**src/rtl/dm_access_ctrl_if.sv**
```systemverilog
`default_nettype none
// ============================================================================
// Module   : dm_access_ctrl_if
// Purpose  : Data-memory request/acknowledge bus between the access
//            controller (master) and the memory or bridge port (slave).
// Revision : 1.0  initial release
// ============================================================================
interface dm_access_ctrl_if;
  logic        m_req;
  logic        m_we;
  logic [31:0] m_addr;
  logic [3:0]  m_be;
  logic [31:0] m_wdata;
  logic        m_ack;
  logic [31:0] m_rdata;

  modport master (
    output m_req, m_we, m_addr, m_be, m_wdata,
    input  m_ack, m_rdata
  );

  modport slave (
    input  m_req, m_we, m_addr, m_be, m_wdata,
    output m_ack, m_rdata
  );
endinterface
`default_nettype wire

```
**src/rtl/dm_access_ctrl.sv**
```systemverilog
`default_nettype none
// ============================================================================
// Module   : dm_access_ctrl
// Purpose  : Sequences MEM-stage loads/stores onto a req/ack memory bus with
//            wait states: lane steering, load extension, pipeline stall,
//            misalignment exceptions and bus timeout.
// Revision : 1.0  initial release
// ============================================================================
module dm_access_ctrl #(
  parameter int MAX_WAIT = 255
) (
  input  wire logic        clk,
  input  wire logic        reset,
  input  wire logic        req,
  input  wire logic        we,
  input  wire logic [1:0]  size,
  input  wire logic        signed_ld,
  input  wire logic [31:0] addr,
  input  wire logic [31:0] wdata,
  output logic [31:0]      rdata,
  output logic             stall,
  output logic             done,
  output logic             adel,
  output logic             ades,
  output logic             bus_timeout,
  dm_access_ctrl_if.master bus
);

  localparam logic [1:0] ST_IDLE = 2'd0;
  localparam logic [1:0] ST_BUSY = 2'd1;
  localparam logic [1:0] ST_DONE = 2'd2;
  localparam logic [1:0] ST_EXC  = 2'd3;

  // Last wait-count value before the access is abandoned
  localparam logic [7:0] WAIT_LAST = 8'(MAX_WAIT - 1);

  logic [1:0]  state;
  logic [1:0]  state_next;
  logic [7:0]  wait_cnt;
  logic [1:0]  lat_size;
  logic        lat_signed;
  logic [1:0]  lat_off;

  logic        misaligned;
  logic        wait_expired;
  logic [3:0]  be_new;
  logic [31:0] wdata_new;
  logic [7:0]  ld_byte;
  logic [15:0] ld_half;
  logic [31:0] ld_ext;

  // Request decode: alignment, lane enables and replicated store data
  always_comb begin
    misaligned = 1'b0;
    be_new     = 4'b1111;
    wdata_new  = wdata;
    unique case (size)
      2'b00: begin
        misaligned = 1'b0;
        be_new     = 4'b0001 << addr[1:0];
        wdata_new  = {4{wdata[7:0]}};
      end
      2'b01: begin
        misaligned = addr[0];
        be_new     = addr[1] ? 4'b1100 : 4'b0011;
        wdata_new  = {2{wdata[15:0]}};
      end
      default: begin
        misaligned = |addr[1:0];
        be_new     = 4'b1111;
        wdata_new  = wdata;
      end
    endcase
  end

  // State register
  always_ff @(posedge clk) begin
    if (reset) state <= ST_IDLE;
    else       state <= state_next;
  end

  // Next-state logic; an ack always wins over an expiring wait counter
  always_comb begin
    state_next   = state;
    wait_expired = (wait_cnt == WAIT_LAST);
    unique case (state)
      ST_IDLE: if (req) state_next = misaligned ? ST_EXC : ST_BUSY;
      ST_BUSY: if (bus.m_ack || wait_expired) state_next = ST_DONE;
      ST_DONE: state_next = ST_IDLE;
      ST_EXC:  state_next = ST_IDLE;
      default: state_next = ST_IDLE;
    endcase
  end

  // Output logic: stall and extension of the returned load word
  always_comb begin
    stall   = ((state == ST_IDLE) && req) || (state == ST_BUSY);
    ld_byte = bus.m_rdata[{lat_off, 3'b000} +: 8];
    ld_half = lat_off[1] ? bus.m_rdata[31:16] : bus.m_rdata[15:0];
    unique case (lat_size)
      2'b00:   ld_ext = {{24{lat_signed & ld_byte[7]}}, ld_byte};
      2'b01:   ld_ext = {{16{lat_signed & ld_half[15]}}, ld_half};
      default: ld_ext = bus.m_rdata;
    endcase
  end

  // Registered bus outputs, result capture, wait counter and status pulses
  always_ff @(posedge clk) begin
    if (reset) begin
      bus.m_req   <= 1'b0;
      bus.m_we    <= 1'b0;
      bus.m_addr  <= 32'd0;
      bus.m_be    <= 4'd0;
      bus.m_wdata <= 32'd0;
      rdata       <= 32'd0;
      done        <= 1'b0;
      adel        <= 1'b0;
      ades        <= 1'b0;
      bus_timeout <= 1'b0;
      wait_cnt    <= 8'd0;
      lat_size    <= 2'd0;
      lat_signed  <= 1'b0;
      lat_off     <= 2'd0;
    end else begin
      done        <= 1'b0;
      adel        <= 1'b0;
      ades        <= 1'b0;
      bus_timeout <= 1'b0;
      unique case (state)
        ST_IDLE: begin
          if (req && misaligned) begin
            adel <= ~we;
            ades <= we;
          end else if (req) begin
            lat_size    <= size;
            lat_signed  <= signed_ld;
            lat_off     <= addr[1:0];
            bus.m_addr  <= {addr[31:2], 2'b00};
            bus.m_we    <= we;
            bus.m_be    <= be_new;
            bus.m_wdata <= wdata_new;
            bus.m_req   <= 1'b1;
            wait_cnt    <= 8'd0;
          end
        end
        ST_BUSY: begin
          if (bus.m_ack) begin
            rdata     <= ld_ext;
            bus.m_req <= 1'b0;
            done      <= 1'b1;
          end else if (wait_expired) begin
            rdata       <= 32'd0;
            bus.m_req   <= 1'b0;
            done        <= 1'b1;
            bus_timeout <= 1'b1;
          end else begin
            wait_cnt <= wait_cnt + 8'd1;
          end
        end
        default: ;
      endcase
    end
  end

endmodule
`default_nettype wire

```
**src/flat_wrapper.sv**
```systemverilog
// flat-port wrapper written by rule: the top's interface ports become plain ports
module dm_access_ctrl_flat 
#(
  parameter int MAX_WAIT = 255
)
  (clk, reset, req, we, size, signed_ld, addr, wdata, rdata, stall, done, adel, ades, bus_timeout, bus_m_req, bus_m_we, bus_m_addr, bus_m_be, bus_m_wdata, bus_m_ack, bus_m_rdata);
  dm_access_ctrl_if bus_i ();
  input  wire logic clk;
  input  wire logic reset;
  input  wire logic req;
  input  wire logic we;
  input  wire logic [1:0] size;
  input  wire logic signed_ld;
  input  wire logic [31:0] addr;
  input  wire logic [31:0] wdata;
  output logic [31:0] rdata;
  output logic stall;
  output logic done;
  output logic adel;
  output logic ades;
  output logic bus_timeout;
  output wire logic [$bits(bus_i.m_req)-1:0] bus_m_req;
  output wire logic [$bits(bus_i.m_we)-1:0] bus_m_we;
  output wire logic [$bits(bus_i.m_addr)-1:0] bus_m_addr;
  output wire logic [$bits(bus_i.m_be)-1:0] bus_m_be;
  output wire logic [$bits(bus_i.m_wdata)-1:0] bus_m_wdata;
  input wire logic [$bits(bus_i.m_ack)-1:0] bus_m_ack;
  input wire logic [$bits(bus_i.m_rdata)-1:0] bus_m_rdata;
  assign bus_m_req = bus_i.m_req;
  assign bus_m_we = bus_i.m_we;
  assign bus_m_addr = bus_i.m_addr;
  assign bus_m_be = bus_i.m_be;
  assign bus_m_wdata = bus_i.m_wdata;
  assign bus_i.m_ack = bus_m_ack;
  assign bus_i.m_rdata = bus_m_rdata;
  dm_access_ctrl #(.MAX_WAIT(MAX_WAIT)) u_core (.clk(clk), .reset(reset), .req(req), .we(we), .size(size), .signed_ld(signed_ld), .addr(addr), .wdata(wdata), .rdata(rdata), .stall(stall), .done(done), .adel(adel), .ades(ades), .bus_timeout(bus_timeout), .bus(bus_i));
endmodule
```
**config.mk**
```make
export PLATFORM = sky130hd
export DESIGN_NAME = dm_access_ctrl_flat
export DESIGN_NICKNAME = d
export VERILOG_FILES = /design/src/rtl/dm_access_ctrl_if.sv /design/src/rtl/dm_access_ctrl.sv /design/src/flat_wrapper.sv
export SDC_FILE = /design/constraint.sdc
export NUM_CORES = 1
export LEC_CHECK = 0
export CAP_MARGIN = 25
export CORE_MARGIN = 2
export CORE_UTILIZATION = 45
export CTS_BUF_LIST = sky130_fd_sc_hd__clkbuf_16
export CTS_CLUSTER_SIZE = 25
export DETAILED_ROUTE_END_ITERATION = 10
export GPL_TIMING_DRIVEN = 1
export PLACE_DENSITY_LB_ADDON = 0.3
export SYNTH_ARGS = -nofsm -noshare
export SYNTH_HDL_FRONTEND = slang
export SYNTH_SLANG_ARGS = --single-unit
```
**constraint.sdc**
```tcl
create_clock -name clk -period 4.65 [get_ports clk]
set_input_delay 0.93 -clock clk [delete_from_list [all_inputs] [get_ports clk]]
set_output_delay 0.93 -clock clk [all_outputs]
set_load 0.02 [all_outputs]
```
==> reports/qor.txt, run 1 <==
Final Critical Period: 3.140 ns
initial core utilization: 45.87%
H-tree Lvls: 4
Residual DRC: 0
TritonCTS clock tree: built
hpwl dp: 10.60 mm
Reg-to-Reg End: u_core.rdata[18]$_SDFFE_PP0P_
Async SR Flop Fraction: 0%
Synth Cell Area: 5215 µm²
drt pass-1 iters: 5
fill count: 911
share of layout cells above drive strength 1: 7.243%
Worst setup SP type: input pin
Hold EP: u_core.bus.m_addr[29]$_SDFFE_PP0P_
Resized Gates After CTS: 0
vias in the first global route: 5146
Hold Path Depth: 2
post-route ant nets: 0
nets: 880
overall power consumption: 2.887 mW
Leakage: 2.851 nW
Final period util: 67.53%
CTS clk-pin slew, worst paths: 0.05 ns
count of pins over their slew limit: 0
internal reg-to-reg setup slack: 2.15 ns
normalized max-slew margin: 37.37%
leading area contributor after synthesis: dfxtp_1
antenna violations before repair: 0
distinct cell type count after synthesis: 57
row count: 39
Power per Cell Area: 366.0 nW/µm²
maximum vdd drop: 0.0002751 V
CORE AREA: 11370 µm²
CTS root buf: clkbuf_16
die area: 12470 µm²
max_cap viols: 0
HP Start: u_core.bus.m_addr[29]$_SDFFE_PP0P_
Crit. End Element: output pin
Hold Path Class: flip-flop to flip-flop
utilization after layout: 69.40%
RSZ-0062 raised after global routing: false
Least-Margin Pin Slew: 0.9394 ns
register area: 2382 µm²
area grow syn2layout: 51.30%
Finish-stage setup viols: 0
worst reg-to-reg path cell count: 4
Setup Skew: 0.01102 ns
DRT iter0 DRCs: 392
DR vias/cell: 5.510
die width: 111.7 µm
pin count of the biggest net entering global routing: 93
Seq/Total Area, Yosys: 45.68%
wire per inst: 16.79 µm
syn_area_per_cell: 8.899 µm²
area of the multi-input gates: 2539 µm²
CP max FO: 3
synthesis warning total: 0
total gr overflow: 0
GPL Wtd Cong: 0.8138
Num CTS Buffers: 17
first-pass GRT wire length: 25.18 mm
area share of the largest cell type after synthesis: 45.68%
io pins: 211
Worst Path Required: 3.72 ns
FF-to-FF Start: u_core.lat_off[1]$_SDFFE_PP0P_
Non-Filler Instances: 930
Yosys reg bits: 119
Synth area leaders: dfxtp_1, nand2_1, a21oi_1, mux2i_1, a221o_1
final setup TNS: 0 ns
Die Height: 111.7 µm
Hold Buf Count CTS: 0
Cells after Synth: 586
Max Clock Freq: 0.3185 GHz
Routed WL: 15.61 mm
gr usage total: 24.90%
CTS sink cnt: 119
antenna cells: 0
Inst Count DP: 896
buffer depth of the longest clock path: 2
via count: 5124
outcome: complete, no violations
worst setup path class: input pin to output pin
crit path DAT: 2.21 ns
Worst-Skew Late Latency: 0.41 ns
IO Port Bufs: 208
EDFF count, synth: 0
setup bufs post-CTS: 0
final-report hold violation count: 0
Main synth FF type: dfxtp_1
-- layer usage --
layer	track usage, %	share of wire [%]
met5	0	0
met1	28.43	40
met4	8.560	1.7
met3	9.907	8.4
met2	42.42	49
-- sequential cells by signal, indices dropped and copies added (netlist names), 2 cells and up --
| register | count |
|---|---|
| u_core.lat_size | 2 |
| u_core.bus.m_be | 4 |
| u_core.bus.m_wdata | 32 |
| u_core.bus.m_addr | 30 |
| u_core.state | 2 |
| u_core.rdata | 32 |
| u_core.lat_off | 2 |
| u_core.wait_cnt | 8 |
-- layout by cell type, fill, tap and decap left out, drive strengths merged, types with 4 or more instances in the layout --
cell type / netlist / routed
a21oi: 68 / 68
a311oi: 10 / 10
a221o: 16 / 16
nand3: 5 / 5
mux2i: 24 / 24
mux2: 10 / 10
bufinv: 0 / 4
clkbuf: 17 / 17
clkdlybuf4s50: 0 / 207
inv: 6 / 9
o2bb2ai: 7 / 7
nor2: 29 / 29
nor2b: 10 / 10
dfxtp: 119 / 119
clkinv: 1 / 8
o211ai: 9 / 9
a211oi: 11 / 11
nand2: 118 / 118
buf: 30 / 8
a32o: 8 / 8
o21ai: 28 / 28
nor3: 4 / 4
nand2b: 19 / 19
-- final cells by class --
type / count / share of cell area (%)
Clock inverter: 15 / 2.141
Sequential cell: 119 / 30.19
Timing Repair Buffer: 215 / 27.50
Tap cell: 143 / 2.268
Inverter: 7 / 0.3330
Clock buffer: 17 / 5.392
Multi-Input combinational cell: 414 / 32.18
-- power breakdown --
part	total (mW)	internal [mW]	switching, mW
combinational	0.457	0.225	0.231
clock	1.33	0.878	0.452
sequential	1.10	1.07	0.0326
-- critical path: stages --
cell             delay (ns)
clkdlybuf4s50_1        0.51
nor2_1                 0.06
nor2_1                 0.09
clkdlybuf4s50_1        0.61
-- how the worst max path moves through the flow --
| stage | slack, ns | to | depth (start not counted) | start |
|---|---|---|---|---|
| floorplan | 2.35 | u_core.rdata[16]$_SDFFE_PP0P_ | 8 | reset |
| global placement | 1.35 | u_core.bus.m_wdata[31]$_SDFFE_PP0P_ | 5 | req |
| detailed placement | 1.25 | u_core.bus.m_be[3]$_SDFFE_PP0P_ | 5 | req |
| CTS | 1.51 | stall | 4 | req |
| global route | 1.49 | stall | 4 | req |
| finish | 1.51 | stall | 4 | req |
-- logic make-up after synthesis --
| kind of cell | Yosys count | synth area share, % |
|---|---|---|
| simple gates | 204 | 17.87 |
| flops | 119 | 45.68 |
| mux | 34 | 6.766 |
| xor+xnor | 3 | 0.5039 |
| fa+ha+maj | 2 | 0.4798 |
| other cells | 1 | 0.07191 |
| buf+inv | 54 | 5.782 |
| compound gates | 169 | 22.84 |
-- stage by stage --
step	hold WS [ns]	setup slack, ns	area (µm²)
2_1_floorplan	0.4363	2.354	5219
3_3_place_gp	0.4413	1.345	7241
3_5_place_dp	0.4485	1.245	7241
4_1_cts	0.4561	1.512	7835
5_1_grt	0.4696	1.490	7890
6_report	0.4549	1.510	7890
-- Yosys cell counts (all sizes together), types with 2 or more instances --
cell     count
a211oi      11
a311oi      10
and3b        2
mux2i       24
inv          6
o211ai       9
nor4b        2
clkbuf      17
nor2b       10
mux2        10
o2bb2ai      7
a22o         2
nor2        29
o21ai       28
a2111oi      2
and3         2
ha           2
buf         30
nand3        5
a32o         8
nand2      118
dfxtp      119
nand3b       2
nor3         4
and2         2
xnor2        2
nand2b      19
nor4         2
a21oi       68
a221o       16
Note: power is estimated with default switching activity, not from simulation.
==> run 2, diff against run 1 <==
--- a/config.mk
+++ b/config.mk
@@ -7,7 +7,7 @@
 export LEC_CHECK = 0
 export CAP_MARGIN = 25
 export CORE_MARGIN = 2
-export CORE_UTILIZATION = 45
+export CORE_UTILIZATION = 43
 export CTS_BUF_LIST = sky130_fd_sc_hd__clkbuf_16
 export CTS_CLUSTER_SIZE = 25
 export DETAILED_ROUTE_END_ITERATION = 10
==> constraint.sdc (replaced) <==
create_clock -name clk -period 3 [get_ports clk]
set_input_delay 0.6 -clock clk [delete_from_list [all_inputs] [get_ports clk]]
set_output_delay 0.6 -clock clk [all_outputs]
set_load 0.02 [all_outputs]
==> run 2 against run 1 <==
  * Global-route usage shrank 1.0 points
  * First-iteration DRC count shrank 26%
  * Utilization shrank 4.0 points
  * Highest routed layer unchanged
  * Cell count grew 0.54%
  * Sequential cell count is the same
  * Critical path depth is the same
  * Clock power grew 26%
  * Largest cell class unchanged
  * Routed wire length shrank 0.56%
  * Worst hold slack lost 0.0045 ns
  * Design area shrank 1.3%
  * Setup slack lost 0.94 ns
  * Sequential power grew 55%
==> reports/qor.txt, run 2 (synthesis gave the netlist of run 1 again) <==
Resized Gates After CTS: 0 (unchanged)
die area: 13020 µm² (+4.5%)
final setup TNS: 0 ns (unchanged)
max_cap viols: 0 (unchanged)
most common cell after layout, fill and taps aside: clkdlybuf4s50_1
row count: 40 (+2.6%)
final-report hold violation count: 0 (unchanged)
Die Height: 114.1 µm (+2.2%)
Hold EP: u_core.bus.m_addr[22]$_SDFFE_PP0P_
hpwl dp: 10.96 mm (+3.5%)
Final Critical Period: 2.435 ns
Residual DRC: 0 (unchanged)
CORE AREA: 11910 µm² (+4.8%)
CTS root buf: clkbuf_16
fill count: 1026 (+13%)
share of layout cells above drive strength 1: 7.360% (+0.12 points)
Hold Path Class: flip-flop to flip-flop
post-route ant nets: 0 (unchanged)
Crit. End Element: output pin
setup slack after layout: 0.5652 ns (-0.9448 ns)
outcome: complete, no violations
Routed WL: 15.52 mm (-0.56%)
area grow syn2layout: 49.38%
normalized max-slew margin: 49.27% (+12 points)
worst path cell trace: clkdlybuf4s50_1 > nor2_1 > nor2_1 > clkdlybuf4s50_1
io pins: 211 (unchanged)
vias in the first global route: 4957 (-3.7%)
Hold Buf Count CTS: 0 (unchanged)
pin count of the biggest net entering global routing: 62 (-33%)
Worst Path Required: 2.40 ns (-1.32 ns)
antenna cells: 0 (unchanged)
Leakage: 2.823 nW (-0.99%)
Max Clock Freq: 0.4107 GHz
Worst-Skew Late Latency: 0.41 ns (about the same)
CP max FO: 3 (unchanged)
RSZ-0062 raised after global routing: false
FF-to-FF Start: u_core.wait_cnt[0]$_SDFFE_PP0P_
internal reg-to-reg setup slack: 0.99 ns (-1.16 ns)
GPL Wtd Cong: 0.7980 (-1.9%)
total gr overflow: 0 (unchanged)
buffer depth of the longest clock path: 2 (unchanged)
via count: 5057 (-1.3%)
wire per inst: 16.60 µm (-1.1%)
first-pass GRT wire length: 24.54 mm (-2.5%)
setup bufs post-CTS: 0 (unchanged)
Worst setup SP type: input pin
slowest stage delay, CP: 0.61 ns (about the same)
most frequent cells in the layout: clkdlybuf4s50_1, dfxtp_1, nand2_1, a21oi_1, nor2_1
Hold Path Depth: 2 (unchanged)
Least-Margin Pin Slew: 0.7598 ns (-0.1796 ns)
H-tree Lvls: 4 (unchanged)
Reg-to-Reg End: u_core.rdata[22]$_SDFFE_PP0P_
IO Port Bufs: 208 (unchanged)
CTS sink cnt: 119 (unchanged)
die width: 114.1 µm (+2.2%)
DRT iter0 DRCs: 290 (-26%)
Finish-stage setup viols: 0 (unchanged)
drt pass-1 iters: 4 (-1)
gr usage total: 23.87% (-1.0 points)
initial core utilization: 43.78% (-2.1 points)
Num CTS Buffers: 17 (unchanged)
TritonCTS clock tree: built
area of the multi-input gates: 2536 µm² (about the same)
antenna violations before repair: 0 (unchanged)
worst reg-to-reg path cell count: 7 (+3)
nets: 884 (+0.45%)
Max stage delay cell, worst path: clkdlybuf4s50_1
dpl ws: 0.4830 ns (-0.7625 ns)
DR vias/cell: 5.409 (-1.8%)
register area: 2382 µm² (unchanged)
biggest regs: u_core.bus.m_wdata x32, u_core.rdata x32, u_core.bus.m_addr x30
Power per Cell Area: 525.3 nW/µm² (+44%)
worst setup path class: input pin to output pin
crit path DAT: 1.83 ns (-0.38 ns)
CTS clk-pin slew, worst paths: 0.05 ns (about the same)
count of pins over their slew limit: 0 (unchanged)
Setup Skew: 0.005655 ns (-0.005370 ns)
maximum vdd drop: 0.0004538 V (+65%)
Final period util: 81.16%
HP Start: u_core.bus.m_addr[22]$_SDFFE_PP0P_
-- run 2: changes by cell type in the layout (fill, tap and decap cells not counted), moves of 2 or more --
cell / change
clkinv_2: +2
buf_12: +2
buf_4: +4
bufinv_16: -4
buf_16: -2
-- run 2: cell type report --
type,count,share of cell area [%]
Clock inverter,12,0.6585
Clock buffer,17,5.461
Multi-Input combinational cell,414,32.56
Inverter,7,0.3373
Timing Repair Buffer,219,28.04
Sequential cell,119,30.58
Tap cell,147,2.361
-- run 2: metrics by stage --
step           area [µm²]  instances  hold WS (ns)  total power [mW]  utilization, %
6_report             7790        935        0.4504             4.092           65.40
5_1_grt              7790        935        0.4727             4.251           65.40
4_1_cts              7790        935        0.4528             4.119           65.40
3_5_place_dp         7313        906        0.4455             2.444           61.40
3_3_place_gp         7313        906        0.4428             2.430           61.40
2_1_floorplan        5219        587        0.4363             2.094               -
-- run 2: where the power goes --
group          leakage [nW]  total (mW)  switching (mW)  internal (mW)
clock                 0.255        1.68           0.670           1.01
sequential            0.968        1.71          0.0507           1.66
combinational          1.60       0.709           0.359          0.350
-- run 2: worst max-delay path by stage --
stage                     startpoint  cells past startpoint                         endpoint
after floorplan                reset                      8    u_core.rdata[16]$_SDFFE_PP0P_
after global placement           req                      6  u_core.bus.m_be[2]$_SDFFE_PP0P_
after detailed placement     addr[0]                      6  u_core.wait_cnt[7]$_SDFFE_PP0P_
after CTS                        req                      4                            stall
after global routing             req                      4                            stall
final                            req                      4                            stall
-- run 2: per-layer routing --
layer / vias to the layer above / wire, µm / track usage, % / share of wire, %
met2: 199 / 7297 / 39.33 / 47
met3: 32 / 1436 / 9.105 / 9.3
li1: 2466 / - / - / -
met1: 2360 / 6384 / 27.70 / 41
met4: 0 / 404 / 10.49 / 2.6
met5: - / 0 / 0 / 0
-- run 2: worst max-delay path, delay by kind of cell --
family	cells	cell delay, ns
buffers and inverters	2	1.10
and+or+nand+nor	2	0.14
==> run 3, diff against run 2 <==
--- a/config.mk
+++ b/config.mk
@@ -7,7 +7,7 @@
 export LEC_CHECK = 0
 export CAP_MARGIN = 25
 export CORE_MARGIN = 2
-export CORE_UTILIZATION = 43
+export CORE_UTILIZATION = 39
 export CTS_BUF_LIST = sky130_fd_sc_hd__clkbuf_16
 export CTS_CLUSTER_SIZE = 25
 export DETAILED_ROUTE_END_ITERATION = 10
==> constraint.sdc (replaced) <==
create_clock -name clk -period 2.15 [get_ports clk]
set_input_delay 0.43 -clock clk [delete_from_list [all_inputs] [get_ports clk]]
set_output_delay 0.43 -clock clk [all_outputs]
set_load 0.02 [all_outputs]
==> run 3 against run 2 <==
  * Largest cell class unchanged
  * Register-to-register slack worse by 0.75 ns
  * Cell count grew 5.1%
  * First-iteration DRC count shrank 11%
  * Utilization is 4.1 points lower
  * Total power up 48%
  * Critical path depth increased by 1
  * Die area increased by 9.9%
  * Highest routed layer unchanged
  * Routed wire length up 0.92%
  * Sequential cell count unchanged
  * Design area up 3.4%
==> reports/qor.txt, run 3 (synthesis gave the netlist of run 1 again) <==
Internal: 4.489 mW (+49%)
normalized max-slew margin: 43.98% (-5.3 points)
antenna violations before repair: 0 (unchanged)
Crit. End Element: flip-flop
area grow syn2layout: 54.39%
Least-Margin Pin Slew: 0.8403 ns (+0.08045 ns)
Hold Buf Count CTS: 0 (unchanged)
post-route ant nets: 0 (unchanged)
first-pass GRT wire length: 25.81 mm (+5.2%)
max_cap viols: 0 (unchanged)
Seq pwr share: 39.3% (-2.4 points)
Worst-Skew Late Latency: 0.41 ns (about the same)
total gr overflow: 0 (unchanged)
Gate power share: 17.1% (-0.2 points)
Power per Cell Area: 750.7 nW/µm² (+43%)
setup slack after layout: 0.2377 ns (-0.3274 ns)
count of pins over their slew limit: 0 (unchanged)
drt pass-1 iters: 5 (+1)
Routed WL: 15.67 mm (+0.92%)
worst setup path startpoint: bus_m_rdata[31]
die width: 119.6 µm (+4.8%)
most common cell after layout, fill and taps aside: clkdlybuf4s50_1
GPL Wtd Cong: 0.8490 (+6.4%)
RSZ-0062 raised after global routing: false
Non-Filler Instances: 983 (+5.1%)
IO Port Bufs: 208 (unchanged)
vias in the first global route: 5201 (+4.9%)
FF-to-FF Start: u_core.lat_off[1]$_SDFFE_PP0P_
wire per inst: 15.94 µm (-4.0%)
crit path DAT: 2.27 ns (+0.44 ns)
TritonCTS clock tree: built
sw frac: 25.72% (-0.66 points)
maximum vdd drop: 0.0004244 V (-6.5%)
worst setup path class: input pin to flip-flop
Residual DRC: 0 (unchanged)
Inst Count DP: 952 (+5.1%)
CP max FO: 16 (+13)
DR vias/cell: 5.187 (-4.1%)
final-report hold violation count: 0 (unchanged)
gr usage total: 22.54% (-1.3 points)
die area: 14310 µm² (+9.9%)
Leakage: 2.935 nW (+4.0%)
Sw Pwr: 1.555 mW (+44%)
Worst setup SP type: input pin
HP Start: reset
CORE AREA: 13140 µm² (+10%)
CTS root buf: clkbuf_16
most frequent cells in the layout: clkdlybuf4s50_1, nand2_1, dfxtp_1, a21oi_1, nor2_1
biggest regs: u_core.bus.m_wdata x32, u_core.rdata x32, u_core.bus.m_addr x30
share of total power in the clock network: 43.6% (+2.7 points)
DRT iter0 DRCs: 257 (-11%)
Num CTS Buffers: 17 (unchanged)
Fin Hold WS: 0.4067 ns (-0.04369 ns)
initial core utilization: 39.70% (-4.1 points)
via count: 5099 (+0.83%)
Worst Path Required: 2.50 ns (+0.10 ns)
antenna cells: 0 (unchanged)
Final Critical Period: 1.912 ns
Final period util: 88.94%
CTS sink cnt: 119 (unchanged)
Max Clock Freq: 0.5229 GHz
Finish-stage setup viols: 0 (unchanged)
H-tree Lvls: 4 (unchanged)
Die Height: 119.6 µm (+4.8%)
dpl ws: -0.1983 ns (-0.6813 ns)
Hold Path Class: input pin to flip-flop
setup bufs post-CTS: 0 (unchanged)
buffer depth of the longest clock path: 2 (unchanged)
row count: 42 (+5.0%)
outcome: complete, no violations
io pins: 211 (unchanged)
CTS clk-pin slew, worst paths: 0.05 ns (about the same)
pin count of the biggest net entering global routing: 42 (-32%)
share of layout cells above drive strength 1: 9.789% (+2.4 points)
final setup TNS: 0 ns (unchanged)
nets: 901 (+1.9%)
Setup Skew: 0.005142 ns (-0.0005126 ns)
hpwl dp: 11.47 mm (+4.6%)
==> run 3: final timing paths <==
path,to,slack (ns),cells past startpoint
worst min-delay path,u_core.wait_cnt[1]$_SDFFE_PP0P_,0.41,4
worst max-delay path,u_core.rdata[31]$_SDFFE_PP0P_,0.24,5
worst max register to register,u_core.rdata[31]$_SDFFE_PP0P_,0.24,5
worst min register to register,u_core.lat_signed$_SDFFE_PP0P_,0.46,2
==> run 3: repair_timing <==
item,in CTS,in global routing
endpoints found under the setup margin,0,1
resized for setup,0,2
endpoints found under the hold margin,0,0
==> run 3: final cells by class <==
class                      instances  area (µm²)
fill                            1127        5086
multi-input combinational        414        2539
sequential                       119        2384
timing repair buffer             236        2340
clock buffer                      17       425.4
tap                              176       220.2
clock inverter                    14       117.6
inverter                           7       26.28
==> run 3: power by group through the flow <==
| stage | Clock, mW | Sequential, mW | Combinational, mW |
|---|---|---|---|
| CTS | 2.68 | 2.38 | 1.04 |
| floorplan | 0 | 2.52 | 0.401 |
| detailed placement | 0 | 2.42 | 1.03 |
| finish | 2.63 | 2.38 | 1.03 |
| global route | 2.80 | 2.39 | 1.11 |
| global placement | 0 | 2.42 | 1.01 |
==> run 3: per-stage QoR <==
stage / area, µm² / util [%] / power [mW]
finish: 8051 / 61.29 / 6.044
global route: 8051 / 61.29 / 6.299
CTS: 8048 / 61.26 / 6.096
detailed placement: 7505 / 57.12 / 3.451
global placement: 7505 / 57.12 / 3.428
floorplan: 5219 / - / 2.922
==> run 3: critical path, cell delays in order <==
cell	delay (ns)
clkdlybuf4s50_1	0.50
mux2_2	0.21
a22oi_4	0.09
a2111oi_4	0.81
a221o_1	0.21
==> run 3: routing by layer <==
| metal | routed length, µm | GRT usage, % |
|---|---|---|
| met1 | 6434 | 25.92 |
| met2 | 7418 | 37.36 |
| met3 | 1360 | 8.413 |
| met4 | 452 | 10.07 |
| met5 | 0 | 0 |
